`src/rtl/fifo_spi_tx.sv`:
```
// fifo_spi_tx: drains a falling-edge-strobe FIFO and shifts each word out as SPI mode 0.
// Define FIFO_SPI_TX_CS_EN to add the cs_n framing output.
module fifo_spi_tx #(
  parameter int WORD_SIZE = 8,
  parameter int CLK_DIV   = 4,
  parameter bit MSB_FIRST = 1'b1
) (
  input  logic                 clk,
  input  logic                 reset_n,
  input  logic                 enable,
  input  logic [WORD_SIZE-1:0] fifo_q,
  input  logic                 fifo_empty,
  output logic                 fifo_read,
  output logic                 sclk,
  output logic                 mosi,
  output logic                 busy,
`ifdef FIFO_SPI_TX_CS_EN
  output logic                 word_done,
  output logic                 cs_n
`else
  output logic                 word_done
`endif
);

  localparam int         CNT_W    = $clog2(WORD_SIZE + 1);
  localparam logic [7:0] DIV_LAST = 8'(CLK_DIV - 1);
  localparam logic [CNT_W-1:0] BIT_LAST = CNT_W'(WORD_SIZE - 1);

  typedef enum logic [1:0] {
    S_IDLE,
    S_LATCH,
    S_POP,
    S_SHIFT
  } state_t;

  state_t               state, state_d;
  logic [WORD_SIZE-1:0] shift_reg, shift_d;
  logic [CNT_W-1:0]     bit_cnt, bit_cnt_d;
  logic [7:0]           div_cnt, div_d;
  logic                 fifo_read_d, sclk_d, mosi_d, busy_d, word_done_d;
  logic [WORD_SIZE-1:0] shifted;
  logic                 start;

`ifdef FIFO_SPI_TX_CS_EN
  localparam logic [8:0] CS_HOLD = 9'(2 * CLK_DIV);
  logic       cs_n_d;
  logic [8:0] cs_cnt, cs_cnt_d;
`endif

  function automatic logic lead_bit(input logic [WORD_SIZE-1:0] w);
    return MSB_FIRST ? w[WORD_SIZE-1] : w[0];
  endfunction

  function automatic logic [WORD_SIZE-1:0] advance(input logic [WORD_SIZE-1:0] w);
    return MSB_FIRST ? (w << 1) : (w >> 1);
  endfunction

  assign start   = enable && !fifo_empty;
  assign shifted = advance(shift_reg);

  always_comb begin
    state_d     = state;
    shift_d     = shift_reg;
    bit_cnt_d   = bit_cnt;
    div_d       = div_cnt;
    fifo_read_d = fifo_read;
    sclk_d      = sclk;
    mosi_d      = mosi;
    busy_d      = busy;
    word_done_d = 1'b0;
`ifdef FIFO_SPI_TX_CS_EN
    cs_n_d      = cs_n;
    cs_cnt_d    = cs_cnt;
`endif
    case (state)
      S_IDLE: begin
        if (start) begin
          // busy and cs_n assert on entry so they are already high/low during LATCH
          state_d = S_LATCH;
          busy_d  = 1'b1;
`ifdef FIFO_SPI_TX_CS_EN
          cs_n_d   = 1'b0;
          cs_cnt_d = '0;
`endif
        end
`ifdef FIFO_SPI_TX_CS_EN
        else if (cs_cnt != '0) begin
          cs_cnt_d = cs_cnt - 9'd1;
          if (cs_cnt == 9'd1) cs_n_d = 1'b1;
        end
`endif
      end
      S_LATCH: begin
        shift_d     = fifo_q;
        fifo_read_d = 1'b1;
        state_d     = S_POP;
      end
      S_POP: begin
        fifo_read_d = 1'b0;
        mosi_d      = lead_bit(shift_reg);
        sclk_d      = 1'b0;
        bit_cnt_d   = '0;
        div_d       = '0;
        state_d     = S_SHIFT;
      end
      S_SHIFT: begin
        if (div_cnt == DIV_LAST) begin
          div_d = '0;
          if (!sclk) begin
            sclk_d = 1'b1;
          end else begin
            sclk_d = 1'b0;
            if (bit_cnt == BIT_LAST) begin
              word_done_d = 1'b1;
              busy_d      = 1'b0;
              state_d     = S_IDLE;
`ifdef FIFO_SPI_TX_CS_EN
              cs_cnt_d    = CS_HOLD;
`endif
            end else begin
              bit_cnt_d = bit_cnt + CNT_W'(1);
              shift_d   = shifted;
              mosi_d    = lead_bit(shifted);
            end
          end
        end else begin
          div_d = div_cnt + 8'd1;
        end
      end
      default: state_d = S_IDLE;
    endcase
  end

  always_ff @(posedge clk) begin
    if (!reset_n) begin
      state     <= S_IDLE;
      shift_reg <= '0;
      bit_cnt   <= '0;
      div_cnt   <= '0;
      fifo_read <= 1'b0;
      sclk      <= 1'b0;
      mosi      <= 1'b0;
      busy      <= 1'b0;
      word_done <= 1'b0;
`ifdef FIFO_SPI_TX_CS_EN
      cs_n      <= 1'b1;
      cs_cnt    <= '0;
`endif
    end else begin
      state     <= state_d;
      shift_reg <= shift_d;
      bit_cnt   <= bit_cnt_d;
      div_cnt   <= div_d;
      fifo_read <= fifo_read_d;
      sclk      <= sclk_d;
      mosi      <= mosi_d;
      busy      <= busy_d;
      word_done <= word_done_d;
`ifdef FIFO_SPI_TX_CS_EN
      cs_n      <= cs_n_d;
      cs_cnt    <= cs_cnt_d;
`endif
    end
  end

endmodule

```
`config.mk`:
```
export PLATFORM = sky130hd
export DESIGN_NAME = fifo_spi_tx
export DESIGN_NICKNAME = d
export VERILOG_FILES = /design/src/rtl/fifo_spi_tx.sv
export SDC_FILE = /design/constraint.sdc
export NUM_CORES = 1
export LEC_CHECK = 0
export ABC_AREA = 0
export BUFFER_PORTS_ARGS = -buffer_cell sky130_fd_sc_hd__buf_4
export CAP_MARGIN = 10
export CORE_AREA = 2 2 61 63
export DETAILED_ROUTE_END_ITERATION = 10
export DIE_AREA = 0 0 63 65
export MAX_ROUTING_LAYER = met4
export SYNTH_ARGS = -nofsm -noshare
export SYNTH_HDL_FRONTEND = slang
export SYNTH_SLANG_ARGS = --single-unit
```
`constraint.sdc`:
```
create_clock -name clk -period 3.3 [get_ports clk]
set_input_delay 0.99 -clock clk [delete_from_list [all_inputs] [get_ports clk]]
set_output_delay 0.99 -clock clk [all_outputs]
set_load 0.1 [all_outputs]
```
==> results of run 1 <==
## logic make-up (layout without fill, tap and decap cells)
group | count (synthesis) | count (layout) | share of synthesized area (%)
buf+inv | 16 | 28 | 4.444
mux | 9 | 9 | 6.400
fa+ha+maj | 7 | 7 | 6.222
simple gates | 61 | 61 | 24.27
compound gates | 40 | 40 | 20.27
flops | 27 | 27 | 38.40
## cell usage in the layout, fill, tap and decap left out, types with 2 or more instances in the layout
cell type  count
a31oi_1        2
ha_1           7
and2_1         2
a41oi_1        2
clkbuf_4       3
dfxtp_1       27
nor2_1         8
a21oi_1        9
nand2_1       13
o21ai_0        5
nand3_1       10
nand4_1        2
a211oi_1       9
a311oi_1       3
or2_2          2
nor3_1        10
nand4b_1       2
buf_4         17
mux2i_1        9
nand3b_1       2
inv_1          7
## area by class of cell
cell class / instances / area, um^2 / area share, %
clock buffer: 3 / 22.52 / 1.420
clock inverter: 1 / 5.005 / 0.3155
inverter: 7 / 26.28 / 1.656
multi-input combinational: 117 / 804.5 / 50.71
sequential: 27 / 540.5 / 34.07
tap: 48 / 60.06 / 3.785
timing repair buffer: 17 / 127.6 / 8.044
## critical path: stages (launching register included)
cell and delay, ps:
dfxtp_1 440, ha_1 230, or4b_4 500, nor4_4 670, or2_2 310, a211oi_1 90
## cell usage after synthesis (2+ instances only)
cell	count
o21ai_0	5
and2_1	2
a41oi_1	2
nand4_1	2
buf_2	2
a211oi_1	9
nand2_1	13
or2_2	2
nor3_1	10
ha_1	7
clkbuf_1	6
a21oi_1	9
nand3b_1	2
nand3_1	10
inv_1	7
dfxtp_1	27
a31oi_1	2
nand4b_1	2
mux2i_1	9
a311oi_1	3
nor2_1	8
## routing by layer
layer,part of all wire (%),routed length [um],vias to the layer above
li1,-,-,617
met5,0,0,-
met2,51,1575,18
met3,3.1,95,4
met1,45,1387,580
met4,1.2,36,0
## through the flow
stage / area [um^2] / hold slack, ps / setup WS, ps
floorplan: 1408 / 460.6 / 1039
global placement: 1559 / 461.1 / 1003
detailed placement: 1559 / 468.1 / 927.5
CTS: 1587 / 490.1 / 902.0
global route: 1587 / 512.1 / 737.6
finish: 1587 / 487.7 / 918.5
## worst paths after layout
check	endpoint	slack, ps	cells after the start
min	busy$_SDFFE_PN0P_	490	2
min reg2reg	busy$_SDFFE_PN0P_	490	2
max	shift_reg[6]$_SDFFE_PN0P_	920	5
max reg2reg	shift_reg[6]$_SDFFE_PN0P_	920	5
## power by group
group	switching, uW	leakage, uW	internal, uW
combinational	256	0.000336	134
sequential	41.8	0.000220	387
clock	97.5	0.0000177	45.5
total	396	0.000574	567
==> results.json, run 1 <==
{
  "grt_use_total_pct": 16.78,
  "p_leak_uw": 0.0005738,
  "hpwl_um": 2299,
  "irDropWorstVdd_mv": 0.3391,
  "worst_pin_slew_ps": 688.4,
  "cp-startpoint": "div_cnt[0]$_SDFFE_PN0P_",
  "finalMaxSlewViolations": 0,
  "grt_max_degree": 22,
  "timing.final.crit_share_pct": 72.17,
  "required_ps": 3490,
  "seq_area_frac_synth_pct": 38.40,
  "synthesis.nets": 179,
  "cts_resized": 0,
  "nets": 192,
  "met2_usage_pct": 31.25,
  "ant_nets": 0,
  "die_area_um2": 4095,
  "die_w_um": 63,
  "fp.dieH_um": 65,
  "status": "complete, no violations",
  "cts_root_buffer": "clkbuf_4",
  "busiest_layer": "met2",
  "clk_pin_slew_ps": 150,
  "drc": 0,
  "cts_buffers": 3,
  "met3_usage_pct": 2.083,
  "numClockSinks": 27,
  "async_flop_share_pct": 0,
  "fillCellCount": 359,
  "max_freq_mhz": 419.9,
  "min_period_ps": 2382,
  "holdBufCountCts": 0,
  "synth_edf_count": 0,
  "initial_utilization_pct": 40.26,
  "yosys-top-cells-area": "dfxtp_1, mux2i_1, ha_1",
  "tns_ps": 0,
  "ios": 17,
  "htree_num_levels": 1,
  "postCtsSetupBuffers": 0,
  "skew_ps": 10.58,
  "viasPerCell": 5.541,
  "grt_pass1_vias": 1215,
  "drive_above_1_share_pct": 15.70,
  "clock_latency_ps": 330,
  "post_synth_instance_area_um2": 1408,
  "min_path_type": "reg -> reg",
  "cp_max_fo": 15,
  "synth.avg_cell_area_um2": 8.798,
  "critPathKind": "reg -> reg",
  "drtIter0Drc": 40,
  "use_met1_pct": 18.40,
  "synthFlopType": "dfxtp_1",
  "fin_util_pct": 45.38,
  "grt-ovfl-total": 0,
  "core_um2": 3496,
  "row_count": 22,
  "gp_congestion": 0.7894,
  "final-instance-count-excl-fill": 220,
  "worstPathArrival_ps": 2570,
  "detail_route.wl_per_cell_um": 14.06,
  "clockBufferDepth": 2,
  "max_slew_margin_pct": 53.76,
  "synth_area_leader_cell": "dfxtp_1",
  "placedCellCount": 216,
  "critPathLaunchType": "flop",
  "hold_violations": 0,
  "holdCritStartpoint": "busy$_SDFFE_PN0P_",
  "synth.top_cell.area_share_pct": 38.40,
  "synth_warnings": 0,
  "ys_types": 42,
  "cap_viol_max_count": 0,
  "syn_to_final_growth_pct": 12.71,
  "netlist_instances": 160,
  "firstDrtPassIters": 4,
  "diodes": 0,
  "grt_pass1_wl_um": 5382,
  "rsz0062_at_grt": "no",
  "place.port_buffers": 16,
  "rr_startpoint": "div_cnt[0]$_SDFFE_PN0P_",
  "final-setup-viol-count": 0,
  "vias": 1219,
  "antenna_found_initial": 0,
  "p_total_uw": 962.9,
  "cts_tree": "yes",
  "ys_seq_elements": 27,
  "crit_path_end_kind": "flop",
  "wl_um": 3093,
  "p_per_area_nw_per_um2": 606.9
}
(Power assumes the default switching activity.)
==> inputs of run 2 (changes only) <==
==> constraint.sdc (replaced) <==
create_clock -name clk -period 2.3 [get_ports clk]
set_input_delay 0.69 -clock clk [delete_from_list [all_inputs] [get_ports clk]]
set_output_delay 0.69 -clock clk [all_outputs]
set_load 0.1 [all_outputs]
==> results.json, run 2 (same netlist as run 1, synthesis figures left out) <==
{
  "die_w_um": 63,
  "rsz0062_at_grt": "no",
  "initial_utilization_pct": 40.26,
  "p_per_area_nw_per_um2": 858.3,
  "final_cell_mix": "dfxtp_1, buf_4, nand2_1, nand3_1, nor3_1",
  "holdCritStartpoint": "busy$_SDFFE_PN0P_",
  "htree_num_levels": 1,
  "wl_um": 3267,
  "worst_slack_ps": 166.2,
  "critPathLaunchType": "flop",
  "clk_pin_slew_ps": 150,
  "critPathKind": "reg -> reg",
  "busiest_layer": "met2",
  "drtIter0Drc": 56,
  "place.port_buffers": 16,
  "diodes": 0,
  "clockBufferDepth": 2,
  "drive_above_1_share_pct": 19.55,
  "skew_ps": 2.310,
  "grt_max_degree": 16,
  "final_common_cell": "dfxtp_1",
  "met3_usage_pct": 2.604,
  "rr_startpoint": "div_cnt[1]$_SDFFE_PN0P_",
  "grt_use_total_pct": 18.04,
  "r2r_cells": 5,
  "fp.dieH_um": 65,
  "cp_max_fo": 6,
  "max_slew_margin_pct": 62.76,
  "gp_congestion": 0.8385,
  "antenna_found_initial": 0,
  "ios": 17,
  "final-setup-viol-count": 0,
  "irDropWorstVdd_mv": 0.5420,
  "fillCellCount": 354,
  "firstDrtPassIters": 4,
  "crit_path_end_kind": "flop",
  "cts_resized": 0,
  "ff2ff_setup_slack_ps": 170,
  "met2_usage_pct": 32.71,
  "viasPerCell": 5.634,
  "vias": 1279,
  "holdBufCountCts": 0,
  "status": "complete, no violations",
  "holdPathEnd": "busy$_SDFFE_PN0P_",
  "cts_tree": "yes",
  "grt-ovfl-total": 0,
  "row_count": 22,
  "placed_area_um2": 1612,
  "finalMaxSlewViolations": 0,
  "r2r-end": "mosi$_SDFFE_PN0P_",
  "tns_ps": 0,
  "clock_latency_ps": 320,
  "detail_route.wl_per_cell_um": 14.39,
  "core_um2": 3496,
  "ant_nets": 0,
  "p_leak_uw": 0.0006092,
  "numClockSinks": 27,
  "grt_pass1_vias": 1279,
  "min_path_type": "reg -> reg",
  "nets": 199,
  "min_period_ps": 2134,
  "cts_root_buffer": "clkbuf_4",
  "pre_cts_ws_ps": 59.45,
  "design_area_um2": 1643,
  "use_met1_pct": 21.10,
  "hpwl_um": 2403,
  "cts_buffers": 3,
  "max_freq_mhz": 468.7,
  "whs_path_depth": 2,
  "syn_to_final_growth_pct": 16.71,
  "timing.final.crit_share_pct": 92.77,
  "worst_pin_slew_ps": 558.6,
  "grt_pass1_wl_um": 5823,
  "drc": 0,
  "hold_violations": 0,
  "worst_hold_slack_ps": 483.3,
  "postCtsSetupBuffers": 0,
  "cap_viol_max_count": 0,
  "worstPathArrival_ps": 2360,
  "required_ps": 2520,
  "die_area_um2": 4095
}
==> run 2: cell count changes in the layout (fill, tap and decap cells not counted), sizes merged <==
cell | before | now
clkinv | 1 | 0
clkbuf | 3 | 4
buf | 17 | 24
==> run 2: worst max-delay path, stage by stage, from the launching register on <==
cell,delay (ps)
dfxtp_2,400
ha_1,200
or4b_4,500
or4_4,600
a221oi_2,260
a311oi_1,70
==> run 2: through the flow <==
stage          total power [uW]  std cells  utilization, %
4_1_cts                    1418        227           46.85
3_3_place_gp               1188        223           46.10
3_5_place_dp               1208        223           46.10
5_1_grt                    1507        227           46.99
2_1_floorplan              1060        160               -
6_report                   1410        227           46.99
==> run 2: power by group <==
group / internal (uW) / total, uW / switching [uW]
Combinational: 209 / 588 / 379
Sequential: 556 / 610 / 54.3
Clock: 68.0 / 212 / 144
Total: 832 / 1410 / 578
==> run 2: per-layer routing <==
layer	up-vias	share of wire [%]
li1	634	-
met1	626	46
met2	17	51
met3	2	2.2
met4	0	0.43
met5	-	0
==> run 2: worst max path at each step <==
stage / endpoint / from / depth (start not counted)
global placement: mosi$_SDFFE_PN0P_ / div_cnt[1]$_SDFFE_PN0P_ / 5
floorplan: mosi$_SDFFE_PN0P_ / sclk$_SDFFE_PN0P_ / 5
CTS: mosi$_SDFFE_PN0P_ / div_cnt[1]$_SDFFE_PN0P_ / 5
global route: mosi$_SDFFE_PN0P_ / div_cnt[1]$_SDFFE_PN0P_ / 5
finish: mosi$_SDFFE_PN0P_ / div_cnt[1]$_SDFFE_PN0P_ / 5
detailed placement: mosi$_SDFFE_PN0P_ / div_cnt[1]$_SDFFE_PN0P_ / 5
==> run 2: layout make-up <==
type	instances	area, um^2	share of cell area [%]
clock buffers	4	26.28	1.599
inverters	7	26.28	1.599
multi-input cells	117	808.3	49.20
flip-flops and latches	27	541.8	32.98
well taps	48	60.06	3.656
repair buffers	24	180.2	10.97
==> inputs of run 3 (changes only) <==
--- a/config.mk
+++ b/config.mk
@@ -9,9 +9,11 @@
 export BUFFER_PORTS_ARGS = -buffer_cell sky130_fd_sc_hd__buf_4
 export CAP_MARGIN = 10
 export CORE_AREA = 2 2 61 63
+export CTS_BUF_LIST = sky130_fd_sc_hd__clkbuf_4 sky130_fd_sc_hd__clkbuf_8
 export DETAILED_ROUTE_END_ITERATION = 10
 export DIE_AREA = 0 0 63 65
 export MAX_ROUTING_LAYER = met4
+export SLEW_MARGIN = 20
 export SYNTH_ARGS = -nofsm -noshare
 export SYNTH_HDL_FRONTEND = slang
 export SYNTH_SLANG_ARGS = --single-unit
==> results.json, run 3 (same netlist as run 1, synthesis figures left out) <==
{
  "worstPathArrival_ps": 2360,
  "vias": 1281,
  "critPathLaunchType": "flop",
  "required_ps": 2530,
  "grt_max_degree": 16,
  "holdBufCountCts": 0,
  "cp_num_buf_inv": 0,
  "power_frac_clock_pct": 15.8,
  "critPathKind": "reg -> reg",
  "swShare_pct": 40.57,
  "skew_ps": 1.922,
  "grt_pass1_vias": 1277,
  "cp_cell_sequence": "ha_1 -> or4b_4 -> or4_4 -> a221oi_2 -> a311oi_1",
  "p_total_uw": 1420,
  "cp_top_family": "simple AND/OR/NAND/NOR gates",
  "p_per_area_nw_per_um2": 862.4,
  "clock_latency_ps": 320,
  "initial_utilization_pct": 40.26,
  "cts_root_buffer": "clkbuf_4",
  "min_period_ps": 2131,
  "diodes": 0,
  "multiInputGateArea_um2": 808.3,
  "syn_to_final_growth_pct": 16.98,
  "fin_util_pct": 47.10,
  "numClockSinks": 27,
  "htree_num_levels": 1,
  "max_freq_mhz": 469.4,
  "die_area_um2": 4095,
  "ios": 17,
  "cts_buffers": 3,
  "cpMaxStageDelayCell": "or4_4",
  "grt_use_total_pct": 18.23,
  "die_w_um": 63,
  "p_leak_uw": 0.0006126,
  "final-setup-viol-count": 0,
  "placed_area_um2": 1612,
  "cp_max_fo": 6,
  "ant_nets": 0,
  "cap_viol_max_count": 0,
  "grt-ovfl-total": 0,
  "slowest_delay_ps": 600,
  "clk_pin_slew_ps": 150,
  "cts_tree": "yes",
  "final_common_cell": "dfxtp_1",
  "status": "complete, no violations",
  "tns_ps": 0,
  "antenna_found_initial": 0,
  "fp.dieH_um": 65,
  "grt_pass1_wl_um": 5851,
  "final_cell_mix": "dfxtp_1, buf_4, nand2_1, nand3_1, nor3_1",
  "nets": 199,
  "rsz0062_at_grt": "no",
  "hpwl_um": 2403,
  "row_count": 22,
  "worst_pin_slew_ps": 557.7,
  "drtIter0Drc": 62,
  "clockBufferDepth": 2,
  "crit_path_end_kind": "flop",
  "finalMaxSlewViolations": 0,
  "place.port_buffers": 16,
  "gp_congestion": 0.8385,
  "seqPwrFrac_pct": 42.9,
  "fillCellCount": 352,
  "wl_um": 3251,
  "combPwrFrac_pct": 41.4,
  "drc": 0,
  "p_int_uw": 843.9,
  "irDropWorstVdd_mv": 0.5397,
  "max_slew_margin_pct": 62.82,
  "design_area_um2": 1647,
  "viasPerCell": 5.643,
  "firstDrtPassIters": 4,
  "min_path_type": "reg -> reg",
  "timing.final.crit_share_pct": 92.63,
  "p_sw_uw": 576.1,
  "regArea_um2": 541.8,
  "core_um2": 3496,
  "hold_violations": 0,
  "drive_above_1_share_pct": 20.11,
  "detail_route.wl_per_cell_um": 14.32
}
## run 3: final timing paths
check | startpoint | endpoint | slack, ps | depth (start not counted)
setup / recovery | div_cnt[1]$_SDFFE_PN0P_ | mosi$_SDFFE_PN0P_ | 170 | 5
hold / removal | busy$_SDFFE_PN0P_ | busy$_SDFFE_PN0P_ | 480 | 2
setup reg to reg | div_cnt[1]$_SDFFE_PN0P_ | mosi$_SDFFE_PN0P_ | 170 | 5
hold reg to reg | busy$_SDFFE_PN0P_ | busy$_SDFFE_PN0P_ | 480 | 2
## run 3: area by class of cell
| class | instances | share of cell area, % |
|---|---|---|
| clock buffers | 4 | 1.824 |
| inverters | 7 | 1.596 |
| multi-input cells | 117 | 49.09 |
| flip-flops and latches | 27 | 32.90 |
| well taps | 48 | 3.647 |
| repair buffers | 24 | 10.94 |
## run 3: worst register-to-register path: stages, from the launching register on
cell and delay, ps:
dfxtp_2 400, ha_1 200, or4b_4 500, or4_4 600, a221oi_2 260, a311oi_1 80
## run 3: repair_timing
| item | in CTS | in global routing |
|---|---|---|
| buffers inserted | 0 | 0 |
| endpoints found under the hold margin | 0 | 0 |
| endpoints found under the setup margin | 0 | 2 |
| gates resized for setup | 0 | 2 |
## run 3: through the flow
step | worst slack [ps] | cells | hold WS [ps]
after floorplan | 39.42 | 160 | 460.6
after global placement | 119.2 | 223 | 456.7
after global routing | 74.19 | 227 | 519.5
after CTS | 29.16 | 227 | 485.3
after detailed placement | 59.45 | 223 | 463.8
final | 169.4 | 227 | 482.8
## run 3: layer usage
layer / wire length, um / track usage [%] / vias to the layer above / part of all wire (%)
li1: - / - / 633 / -
met1: 1477 / 21.12 / 619 / 45
met2: 1652 / 32.98 / 25 / 51
met3: 93 / 2.604 / 4 / 2.9
met4: 27 / 5.000 / 0 / 0.83
met5: 0 / - / - / 0
## run 3: power by group through the flow
stage	Clock, uW	Sequential, uW	Combinational, uW
after floorplan	0	743	317
after global placement	0	617	571
after detailed placement	0	622	586
after CTS	229	610	590
after global routing	249	620	650
final	224	609	587
